[config.mk]
export PLATFORM = sky130hd
export DESIGN_NAME = store_buffer
export DESIGN_NICKNAME = d
export VERILOG_FILES = /design/src/rtl/store_buffer.sv
export SDC_FILE = /design/constraint.sdc
export NUM_CORES = 1
export LEC_CHECK = 0
export CELL_PAD_IN_SITES_DETAIL_PLACEMENT = 1
export CELL_PAD_IN_SITES_GLOBAL_PLACEMENT = 1
export CORE_AREA = 4 4 235 237
export DETAILED_ROUTE_END_ITERATION = 7
export DIE_AREA = 0 0 239 241
export PLACE_DENSITY_LB_ADDON = 0.1
export SYNTH_ARGS = -nofsm -noshare
export SYNTH_HDL_FRONTEND = slang
export SYNTH_SLANG_ARGS = --single-unit
[constraint.sdc]
create_clock -name clk -period 4.5 [get_ports clk]
set_input_delay 0.45 -clock clk [delete_from_list [all_inputs] [get_ports clk]]
set_output_delay 0.45 -clock clk [all_outputs]
set_load 0.05 [all_outputs]
[src/rtl/store_buffer.sv]
// Store buffer: posted-write FIFO between the data cache write path and memory.
// Accepts word/byte stores in one cycle, drains them in order over a
// valid/ready handshake, forwards pending word stores to the load path and
// flags a stall when the youngest matching pending store is a byte store.
// Ports:
//   clk, rst                    clock, asynchronous active-high reset
//   st_valid/st_ready           store handshake; st_addr, st_data, st_byte payload
//   ld_addr                     load address probed for forwarding
//   fwd_hit/fwd_data/fwd_stall  combinational forwarding result
//   mem_valid/mem_ready         drain handshake; mem_addr, mem_data, mem_byte head entry
//   empty, full, count          occupancy
//   total_stores                stores accepted
//   total_stall_cycles          cycles with st_valid && !st_ready
module store_buffer #(
  parameter int unsigned ADDR_WIDTH = 32,
  parameter int unsigned DATA_WIDTH = 32,
  parameter int unsigned DEPTH      = 4
) (
  input  logic                    clk,
  input  logic                    rst,
  input  logic                    st_valid,
  output logic                    st_ready,
  input  logic [ADDR_WIDTH-1:0]   st_addr,
  input  logic [DATA_WIDTH-1:0]   st_data,
  input  logic                    st_byte,
  input  logic [ADDR_WIDTH-1:0]   ld_addr,
  output logic                    fwd_hit,
  output logic [DATA_WIDTH-1:0]   fwd_data,
  output logic                    fwd_stall,
  output logic                    mem_valid,
  input  logic                    mem_ready,
  output logic [ADDR_WIDTH-1:0]   mem_addr,
  output logic [DATA_WIDTH-1:0]   mem_data,
  output logic                    mem_byte,
  output logic                    empty,
  output logic                    full,
  output logic [$clog2(DEPTH):0]  count,
  output logic [31:0]             total_stores,
  output logic [31:0]             total_stall_cycles
);

  localparam int unsigned PW = $clog2(DEPTH);
  localparam int unsigned CW = PW + 1;

  // Entry storage; payload is only meaningful where the valid bit is set.
  logic [ADDR_WIDTH-1:0] addr_q [DEPTH];
  logic [DATA_WIDTH-1:0] data_q [DEPTH];
  logic                  byte_q [DEPTH];
  logic [DEPTH-1:0]      vld_q, vld_d;

  logic [PW-1:0] wr_ptr_q, wr_ptr_d;
  logic [PW-1:0] rd_ptr_q, rd_ptr_d;
  logic [CW-1:0] count_q, count_d;
  logic [31:0]   stores_q, stores_d;
  logic [31:0]   stalls_q, stalls_d;

  logic full_c, empty_c, push_c, pop_c;

  // Word-granular forwarding ignores the byte offset bits of the load address.
  logic unused_ld_bits;
  assign unused_ld_bits = ^ld_addr[1:0];

  assign full_c  = (count_q == CW'(DEPTH));
  assign empty_c = (count_q == '0);
  // No same-cycle refill: a full buffer refuses even if the head pops.
  assign push_c  = st_valid && !full_c;
  assign pop_c   = !empty_c && mem_ready;

  // Next-state for pointers, occupancy, valid bits and counters.
  always_comb begin
    wr_ptr_d = wr_ptr_q;
    rd_ptr_d = rd_ptr_q;
    vld_d    = vld_q;
    count_d  = count_q + CW'(push_c) - CW'(pop_c);
    stores_d = stores_q + 32'(push_c);
    stalls_d = stalls_q + 32'(st_valid && full_c);
    if (push_c) begin
      wr_ptr_d         = wr_ptr_q + PW'(1);
      vld_d[wr_ptr_q]  = 1'b1;
    end
    if (pop_c) begin
      rd_ptr_d         = rd_ptr_q + PW'(1);
      vld_d[rd_ptr_q]  = 1'b0;
    end
  end

  // Control state with asynchronous reset; discards all pending stores.
  always_ff @(posedge clk or posedge rst) begin
    if (rst) begin
      wr_ptr_q <= '0;
      rd_ptr_q <= '0;
      count_q  <= '0;
      vld_q    <= '0;
      stores_q <= '0;
      stalls_q <= '0;
    end else begin
      wr_ptr_q <= wr_ptr_d;
      rd_ptr_q <= rd_ptr_d;
      count_q  <= count_d;
      vld_q    <= vld_d;
      stores_q <= stores_d;
      stalls_q <= stalls_d;
    end
  end

  // Payload write; no reset needed since valid bits gate every use.
  always_ff @(posedge clk) begin
    if (push_c) begin
      addr_q[wr_ptr_q] <= st_addr;
      data_q[wr_ptr_q] <= st_data;
      byte_q[wr_ptr_q] <= st_byte;
    end
  end

  // Forwarding: walk oldest to youngest so the youngest match wins.
  always_comb begin
    logic [PW-1:0] idx;
    idx       = '0;
    fwd_hit   = 1'b0;
    fwd_stall = 1'b0;
    fwd_data  = '0;
    for (int k = DEPTH; k >= 1; k--) begin
      idx = wr_ptr_q - PW'(k);
      if (vld_q[idx] && (addr_q[idx][ADDR_WIDTH-1:2] == ld_addr[ADDR_WIDTH-1:2])) begin
        fwd_hit   = !byte_q[idx];
        fwd_stall = byte_q[idx];
        fwd_data  = byte_q[idx] ? '0 : data_q[idx];
      end
    end
  end

  assign st_ready           = !full_c;
  assign full               = full_c;
  assign empty              = empty_c;
  assign count              = count_q;
  assign mem_valid          = !empty_c;
  assign mem_addr           = addr_q[rd_ptr_q];
  assign mem_data           = data_q[rd_ptr_q];
  assign mem_byte           = byte_q[rd_ptr_q];
  assign total_stores       = stores_q;
  assign total_stall_cycles = stalls_q;

endmodule

## Word level (Yosys, flattened, before mapping)

Memory sizes are Yosys's and may differ from the RTL's.
Index checks and enable logic that the tools add are counted.

| storage, ports and cells | value |
|---|---|
| register bits after elaboration | 75 |
| memory bits (writable) | 260 |
| bits of input ports | 101 |
| output and inout port bits | 170 |
| word-level logic and storage cells | 81 |
| memories | 3 |

| cells by class | value |
|---|---|
| $add $sub $neg | 9 |
| $lt $le $gt $ge | 7 |
| eq/ne operators | 5 |
| multiplexer cells | 32 |
| bitwise logic cells | 3 |
| reduce and logical (&&, ||, !) cells | 16 |

Memory list:

| memory | words | bits a word | rd ports | clocked after memory_dff | wr ports | line | source |
|---|---|---|---|---|---|---|---|
| addr_q | 4 | 32 | 5 | 0 | 1 | 46 | `logic [ADDR_WIDTH-1:0] addr_q [DEPTH];` |
| data_q | 4 | 32 | 5 | 0 | 1 | 47 | `logic [DATA_WIDTH-1:0] data_q [DEPTH];` |
| byte_q | 4 | 1 | 5 | 0 | 1 | 48 | `logic byte_q [DEPTH];` |

Operators by type and width:

| kind | count |
|---|---|
| 32-bit two-way mux | 8 |
| 30-bit == test | 4 |
| 32-bit by 1-bit adder with 32-bit output | 2 |
| 1-bit two-way mux | 16 |
| 2-bit by 3-bit less-than comparator with 1-bit output (second input constant) | 5 |
| 1-bit logical AND | 9 |
| 1-bit binary-select mux with 2-bit select | 4 |
| 4-bit two-way mux | 2 |
| 1-bit logical NOT | 6 |
| 2-bit by 1-bit adder with 2-bit output (second input constant) | 2 |
| 4-bit bitwise AND | 1 |
| 1-bit demux with 2-bit select | 2 |
| 2-bit by 1-bit >= comparator with 1-bit output (second input constant) | 2 |
| 4-bit inverter | 1 |
| 4-bit OR | 1 |
| 2-bit subtractor (second input constant) | 2 |
| 3-bit by 1-bit adder with 3-bit output | 1 |
| 3-bit == test (second input constant) | 1 |
| 3-bit logical NOT | 1 |
| 3-bit by 1-bit subtractor with 3-bit output | 1 |
| 2-bit by 1-bit subtractor with 2-bit output (second input constant) | 1 |

## Depth between registers and ports, before layout

Gate-level depths: netlist (run 1).

| depth | value |
|---|---|
| word-level depth | 8 |
| mapped depth | 20 |
| depth with buffers taken out | 12 |

## Least setup slack after synthesis (run 1)

No wires, ideal clock.

| path | value |
|---|---|
| path kind | register to output |
| start point | reg wr_ptr_q[0] |
| end point | out fwd_hit |
| arrival | 4.698 ns |
| data required time | 4.050 ns |
| path slack | -0.648 ns |
| cell stages (with the launch flop) | 17 |
| path buffers | 6 |
| path through | dfrtp_1 buf_6 buf_6 buf_6 clkinv_1 buf_6 ha_1 buf_6 mux4_2 nor2b_4 nor4_2 nand3_1 or4_4 or4_4 buf_6 nor3b_1 o21ai_1 |

| between the ends | value |
|---|---|
| cells in the longest elaborated chain, start to end | 7 |
| elaborated cells on any way between the ends | 29 |
| classes of those cells | 3 x add/sub; 4 x eq/ne; 12 x mux; 8 x reduce/logical; 2 x memory |

RTL lines:

| what | line | source |
|---|---|---|
| start: declaration | 51 | `logic [PW-1:0] wr_ptr_q, wr_ptr_d;` |
| start signal: assignment | 97 | `wr_ptr_q <= wr_ptr_d;` |
| 2-bit subtractor, or another cell as far along | 123 | `idx = wr_ptr_q - PW'(k);` |
| memory 4 x 32 bit, or another cell as far along | -- |  |
| 30-bit == test, or another cell as far along | 124 | `if (vld_q[idx] && (addr_q[idx][ADDR_WIDTH-1:2] == ld_addr[ADDR_WIDTH-1:2])) begin` |
| 1-bit logical AND / 1-bit two-way mux (equally long branches) | 124 |  |
| 1-bit two-way mux (2 in series) | 124 |  |
| 1-bit two-way mux * | 124 |  |
| end: declaration | 27 | `output logic fwd_hit,` |

Every way passes the cells marked *; elsewhere a longest branch is shown, timed or not. The select of a mux whose other input is x is not followed.

## Worst setup path after layout (run 1)

| path | value |
|---|---|
| start point | reg wr_ptr_q[0] |
| end point | out fwd_data[25] |

| between the ends | value |
|---|---|
| cells in the longest elaborated chain, start to end | 7 |
| elaborated cells on any way between the ends | 30 |
| classes of those cells | 3 x add/sub; 4 x eq/ne; 16 x mux; 4 x reduce/logical; 3 x memory |

RTL lines:

| what | line | source |
|---|---|---|
| 2-bit subtractor, or another cell as far along | 123 |  |
| memory 4 x 32 bit, or another cell as far along | -- |  |
| 30-bit == test, or another cell as far along | 124 |  |
| 1-bit logical AND / 32-bit two-way mux (equally long branches) | 124 |  |
| 32-bit two-way mux (2 in series) | 124 |  |
| 32-bit two-way mux * | 124 |  |
| end: declaration | 28 | `output logic [DATA_WIDTH-1:0] fwd_data,` |

Marked as above.

==> flow_summary.toml, run 1 <==
[outcome]
outcome = "complete, but fails checks"
violations = "setup timing"

[sta]
setup-violations-final = 34
maxSlewViolCount = 0
fmax_mhz = 199
worst_pin_slew_ns = 1.12
hold_slack_ns = 0.323
fin_crit_ns = 5.01
fin_tns_setup_ns = -15.94
maxSlewHeadroom_pct = 25.1
worst_slack_ns = -0.513
hold_violations = 0
post-route-period-util_pct = 111
finClkSkew_ns = 0.0189
rsz0062_at_grt = "yes"

[clocking]
htreeDepth = 2
cts_hold_buf = 0
numCtsBuffers = 39
cts_tree = "built"
cts_sinks = 335
clock_path_buffers = 3
cts-root-buf = "clkbuf_16"
clk_latency_ns = 0.57
path_clk_slew_ns = 0.06

[critical_path]
reg2reg_from = "count[1]"
crit_type = "flip-flop to primary output"
crit_fanout = 15
end_kind = "primary output"
r2r_cells = 11
cp-start-kind = "flip-flop"
cp.required_ns = 4.05
r2r_setup_slack_ns = 1.40
r2r-end = "total_stall_cycles[31]"
arrival_ns = 4.56

[yosys]
synth_area_per_cell_sq_um = 15.1
synth.yosys.seq_area_share_pct = 42.7
synth_top_area_share_pct = 34.4
synthCells = 1502
ys_ff_latch = 335
synth_cell_types = 77
syn_nets = 1618
netlist_area_sq_um = 22700
yosysTopAreaCell = "edfxtp_1"
async_reset_ff_share_pct = 22.4
synthTopCellsByArea = "edfxtp_1, mux4_2, dfrtp_1, mux4_4, xnor2_1"
yosys_warnings = 0
synth_edf_count = 260
synth_ff_type = "edfxtp_1"

[floorplan]
die_height_um = 241
io-pin-count = 271
core_region_area_sq_um = 53300
initial_core_util_pct = 42.6
row_count = 85
die_w_um = 239
die_area_sq_um = 57600

[detailed_routing]
drc = 0
avgViaCountPerCell = 6.21
wl_per_cell_um = 28.0
wirelength_mm = 71.0
ant_nets = 0
num_vias = 15700
firstDrtPassIters = 5
drtIter0Drc = 1154

[power]
powerDensity_nw_per_um2 = 738
swShare_pct = 41.1
p_leak_nw = 10.0
clock_power_share_pct = 15.1
power_frac_comb_pct = 62.7
switchingPower_mw = 8.70
p_total_mw = 21.1
peakVddDrop_uv = 533
pwr-share-seq_pct = 22.2
internal_power_mw = 12.4

[layout]
n_fill_cell = 5074
final_nets = 1924
drive_above_1_share_pct = 32.8
area_growth_pct = 26.1

[global_route]
grt.met1_usage_pct = 33.4
first_global_vias = 16400
grt_pass1_wl_mm = 106
grtUsageTotal_pct = 24.4
antenna_found_initial = 8
gr-total-overflow = 0
use_met2_pct = 40.0
met3_usage_pct = 6.01
busiest_layer = "met2"
grt_max_degree = 65

[place]
io_buffer_count = 268
gp_congestion = 0.903
place_hpwl_mm = 47.1

[run]
max_cap_viol_count = 0

[worst_hold_path]
hp-class = "primary input to asynchronous set/reset pin"
## through the flow
stage / utilization (%) / instance area [sq um] / instances / setup slack, ns
6_report: 53.7 / 28600 / 2533 / -0.513
2_1_floorplan: - / 22800 / 1502 / 0.0168
4_1_cts: 53.5 / 28500 / 2528 / -0.499
3_5_place_dp: 49.5 / 26400 / 2429 / -0.136
3_3_place_gp: 49.5 / 26400 / 2429 / -0.0950
5_1_grt: 53.7 / 28600 / 2531 / -0.649
## cell usage after synthesis, drive strengths merged (6+ instances only)
cell	count
mux2i	81
nor3	6
nor2	26
mux4	279
a221o	33
mux2	11
nand4	32
a211oi	6
o21ai	17
inv	55
buf	84
nand2b	7
xnor2	135
ha	14
o211ai	7
a21oi	11
a2bb2oi	6
nor4	10
a22oi	6
nand2	51
nor2b	38
dfrtp	75
xor2	42
edfxtp	260
and3	13
o32ai	36
nand3	65
clkbuf	39
## registers in the layout (all words and copies together) (netlist names)
| signal | cells |
|---|---|
| wr_ptr_q | 2 |
| total_stores | 32 |
| vld_q | 4 |
| addr_q | 128 |
| data_q | 128 |
| rd_ptr_q | 2 |
| count | 3 |
| total_stall_cycles | 32 |
| byte_q | 4 |
## metal layers
layer / vias to the layer above / wire [um]
li1: 6760 / -
met1: 8325 / 29500
met2: 528 / 34600
met3: 100 / 5220
met4: 12 / 1530
met5: - / 80
## layout make-up
cell class,count,area (sq um),area share (%)
clock buffer,56,1120,3.92
timing repair buffer,389,4290,15.0
multi-input combinational,986,12300,42.8
inverter,57,228,0.796
tap,696,871,3.04
clock inverter,11,155,0.542
antenna,3,7.51,0.0262
sequential,335,9700,33.9
## layout by cell type (no fill, tap or decap), types with 6 or more instances in the layout
cell and instances:
edfxtp_1 260, clkdlybuf4s50_1 234, mux4_2 215, xnor2_1 127, mux2i_1 80, buf_4 78
dfrtp_1 71, nand3_1 64, mux4_4 61, inv_1 54, nand2_1 50, xor2_1 42
clkbuf_16 41, o32ai_1 36, nand4_1 31, a221o_2 30, nor2_1 24, nor2b_2 23
buf_6 23, buf_12 21, buf_8 21, o21ai_0 14, nor2b_1 13, ha_1 13
a21oi_1 11, mux2_2 11, clkbuf_1 11, and3_1 9, xnor2_2 8, nand2b_1 7
o211ai_1 7, bufbuf_16 7, a2bb2oi_1 6
## worst max-delay path: stages (launching register included)
cell	delay, ns
dfrtp_4	0.46
clkinv_8	0.06
ha_4	0.32
buf_12	0.13
mux4_2	0.51
nor2b_4	0.14
nor4_2	0.27
buf_4	0.17
nand3_2	0.08
or4_4	0.53
buf_6	0.14
or4_4	0.50
buf_12	0.20
nor2b_1	0.12
a221o_2	0.19
buf_8	0.16
## kinds of logic (layout without fill, tap and decap cells)
kind of cell	after synthesis	after routing	share of synthesized area (%)
multiplexers	371	371	32.5
adder cells (fa/ha/maj)	15	15	0.860
AND/OR/NAND/NOR	272	272	6.99
buffers and inverters	181	513	4.67
XOR/XNOR	177	177	6.83
other	0	3	0
AO/OA/AOI/OAI	151	151	5.45
flip-flops	335	335	42.7
## timing repair
item / in CTS / in global routing
setup buffers: 23 / 4
pin swaps: 14 / 11
resized for setup: 81 / 27
setup endpoints to repair: 34 / 34
gates cloned: 9 / 0
## how the worst max path moves through the flow
stage / to / slack [ns] / startpoint
floorplan: fwd_stall / 0.02 / wr_ptr_q[0]
global placement: fwd_data[29] / -0.1 / wr_ptr_q[0]
detailed placement: fwd_data[29] / -0.14 / wr_ptr_q[0]
CTS: fwd_data[23] / -0.50 / wr_ptr_q[0]
global route: fwd_data[31] / -0.65 / wr_ptr_q[0]
finish: fwd_data[25] / -0.51 / wr_ptr_q[0]
## power groups by stage
stage	Clock, mW	Combinational [mW]	Sequential [mW]
floorplan	0	9.21	4.63
global placement	0	12.1	4.68
detailed placement	0	12.2	4.73
CTS	3.27	13.2	4.68
global route	3.41	14.0	4.78
finish	3.19	13.3	4.69
(Power assumes the default switching activity.)
==> run 2, diff against run 1 <==
- ABC_CLOCK_PERIOD_IN_PS: default -> 4500
- GPL_TIMING_DRIVEN: default -> 0
==> run 2 against run 1 <==
  * The run still ends with setup timing left
  * Count of clock-buffer cells in the layout decreased by 11
  * Critical path depth grew 3
  * Highest routed layer unchanged
  * First-iteration DRC count increased by 54%
==> flow_summary.toml, run 2 (synthesis gave the netlist of run 1 again) <==
[critical_path]
arrival_ns = 5.13
cp-start-kind = "flip-flop"
r2r_setup_slack_ns = 1.10
end_kind = "primary output"
cp.required_ns = 4.05
crit_type = "flip-flop to primary output"
crit_fanout = 8

[layout]
utilization_pct = 55.0
most-common-layout-cells = "edfxtp_1, clkdlybuf4s50_1, mux4_2"
largestRegisters = "addr_q x128, data_q x128"
drive_above_1_share_pct = 35.9
n_fill_cell = 5018
area_growth_pct = 29.2
final_common_cell = "edfxtp_1"
final_nets = 1994

[place]
place_ws_ns = -2.16
io_buffer_count = 251
place_hpwl_mm = 56.0
gp_congestion = 0.937

[global_route]
first_global_vias = 17300
grtUsageTotal_pct = 27.8
antenna_found_initial = 9
gr-total-overflow = 0
grt_max_degree = 49
grt_pass1_wl_mm = 119

[sta]
setup-violations-final = 34
post-route-period-util_pct = 124
worst_slack_ns = -1.08
maxSlewHeadroom_pct = 10.7
finClkSkew_ns = 0.0214
worst_pin_slew_ns = 1.34
hold_violations = 0
maxSlewViolCount = 0
rsz0062_at_grt = "yes"
fin_crit_ns = 5.58
fmax_mhz = 179
hold_slack_ns = 0.226

[detailed_routing]
wirelength_mm = 82.4
drc = 0
firstDrtPassIters = 5
num_vias = 16900
drtIter0Drc = 1774
avgViaCountPerCell = 6.46
wl_per_cell_um = 31.6
ant_nets = 0

[floorplan]
die_height_um = 241
row_count = 85
die_area_sq_um = 57600
die_w_um = 239
io-pin-count = 271
initial_core_util_pct = 42.6
core_region_area_sq_um = 53300

[clocking]
cts_sinks = 335
path_clk_slew_ns = 0.06
cts_tree = "built"
clk_latency_ns = 0.58
cts-root-buf = "clkbuf_16"
htreeDepth = 2
clock_path_buffers = 3
numCtsBuffers = 41

[run]
max_cap_viol_count = 0

[outcome]
outcome = "complete, but fails checks"
violations = "setup timing"

[power]
peakVddDrop_uv = 551
powerDensity_nw_per_um2 = 777
p_leak_nw = 10.4
p_total_mw = 22.8

[worst_hold_path]
hp-class = "primary input to asynchronous set/reset pin"
run 2: area by class of cell:
type	count	area [sq um]	area share, %
Inverter	57	233	0.794
Antenna cell	5	12.5	0.0427
Clock inverter	30	315	1.08
Buffer	122	1060	3.61
Tap cell	696	871	2.97
Multi-Input combinational cell	988	12500	42.6
Clock buffer	45	1070	3.65
Sequential cell	335	9690	33.0
Timing Repair Buffer	333	3590	12.2
run 2: layer usage:
metal / wire length (um) / part of all wire (%) / track usage (%)
met5: 94 / 0.11 / 0
met3: 7680 / 9.3 / 7.15
met2: 39000 / 47 / 43.4
met4: 1880 / 2.3 / 7.33
met1: 33800 / 41 / 39.3
run 2: worst max-delay path, cell delays in order (launching register included):
cell and delay [ns]:
dfrtp_2 0.40, buf_12 0.14, buf_12 0.11, buf_12 0.11, clkinvlp_4 0.14, ha_4 0.32
buf_12 0.13, buf_12 0.12, buf_4 0.11, buf_4 0.10, mux4_2 0.51, xnor2_2 0.13
nand4_1 0.23, or4_4 0.68, o311a_4 0.34, nor3b_4 0.22, buf_6 0.16, a221o_2 0.41
buf_8 0.16
run 2: worst paths after layout:
path / startpoint / to / depth (start not counted)
min in group clk: total_stores[31] / total_stores[31] / 1
max in group asynchronous: rst / wr_ptr_q[1] / 3
max reg2reg: wr_ptr_q[1] / wr_ptr_q[1] / 16
max: wr_ptr_q[1] / fwd_data[25] / 18
min reg2reg: total_stores[31] / total_stores[31] / 1
min: rst / total_stall_cycles[1] / 2
run 2: stage by stage:
step	cells	instance area [sq um]	setup TNS, ns
3_5_place_dp	2454	26400	-71.14
4_1_cts	2578	28700	-33.67
2_1_floorplan	1502	22800	0
6_report	2611	29300	-35.19
5_1_grt	2608	29300	-37.99
3_3_place_gp	2449	26200	-243.72
run 2: where the power goes:
group / internal, mW / switching (mW)
registers: 3.99 / 0.619
clock network: 2.02 / 1.39
logic: 6.97 / 7.80
run 2: what timing repair did:
action	in CTS	in global routing
hold endpoints to repair	0	0
pin swaps	28	36
buffers inserted	46	24
gates resized for setup	333	83
hold buffers	0	0
endpoints found under the setup margin	75	41
gates cloned	3	8
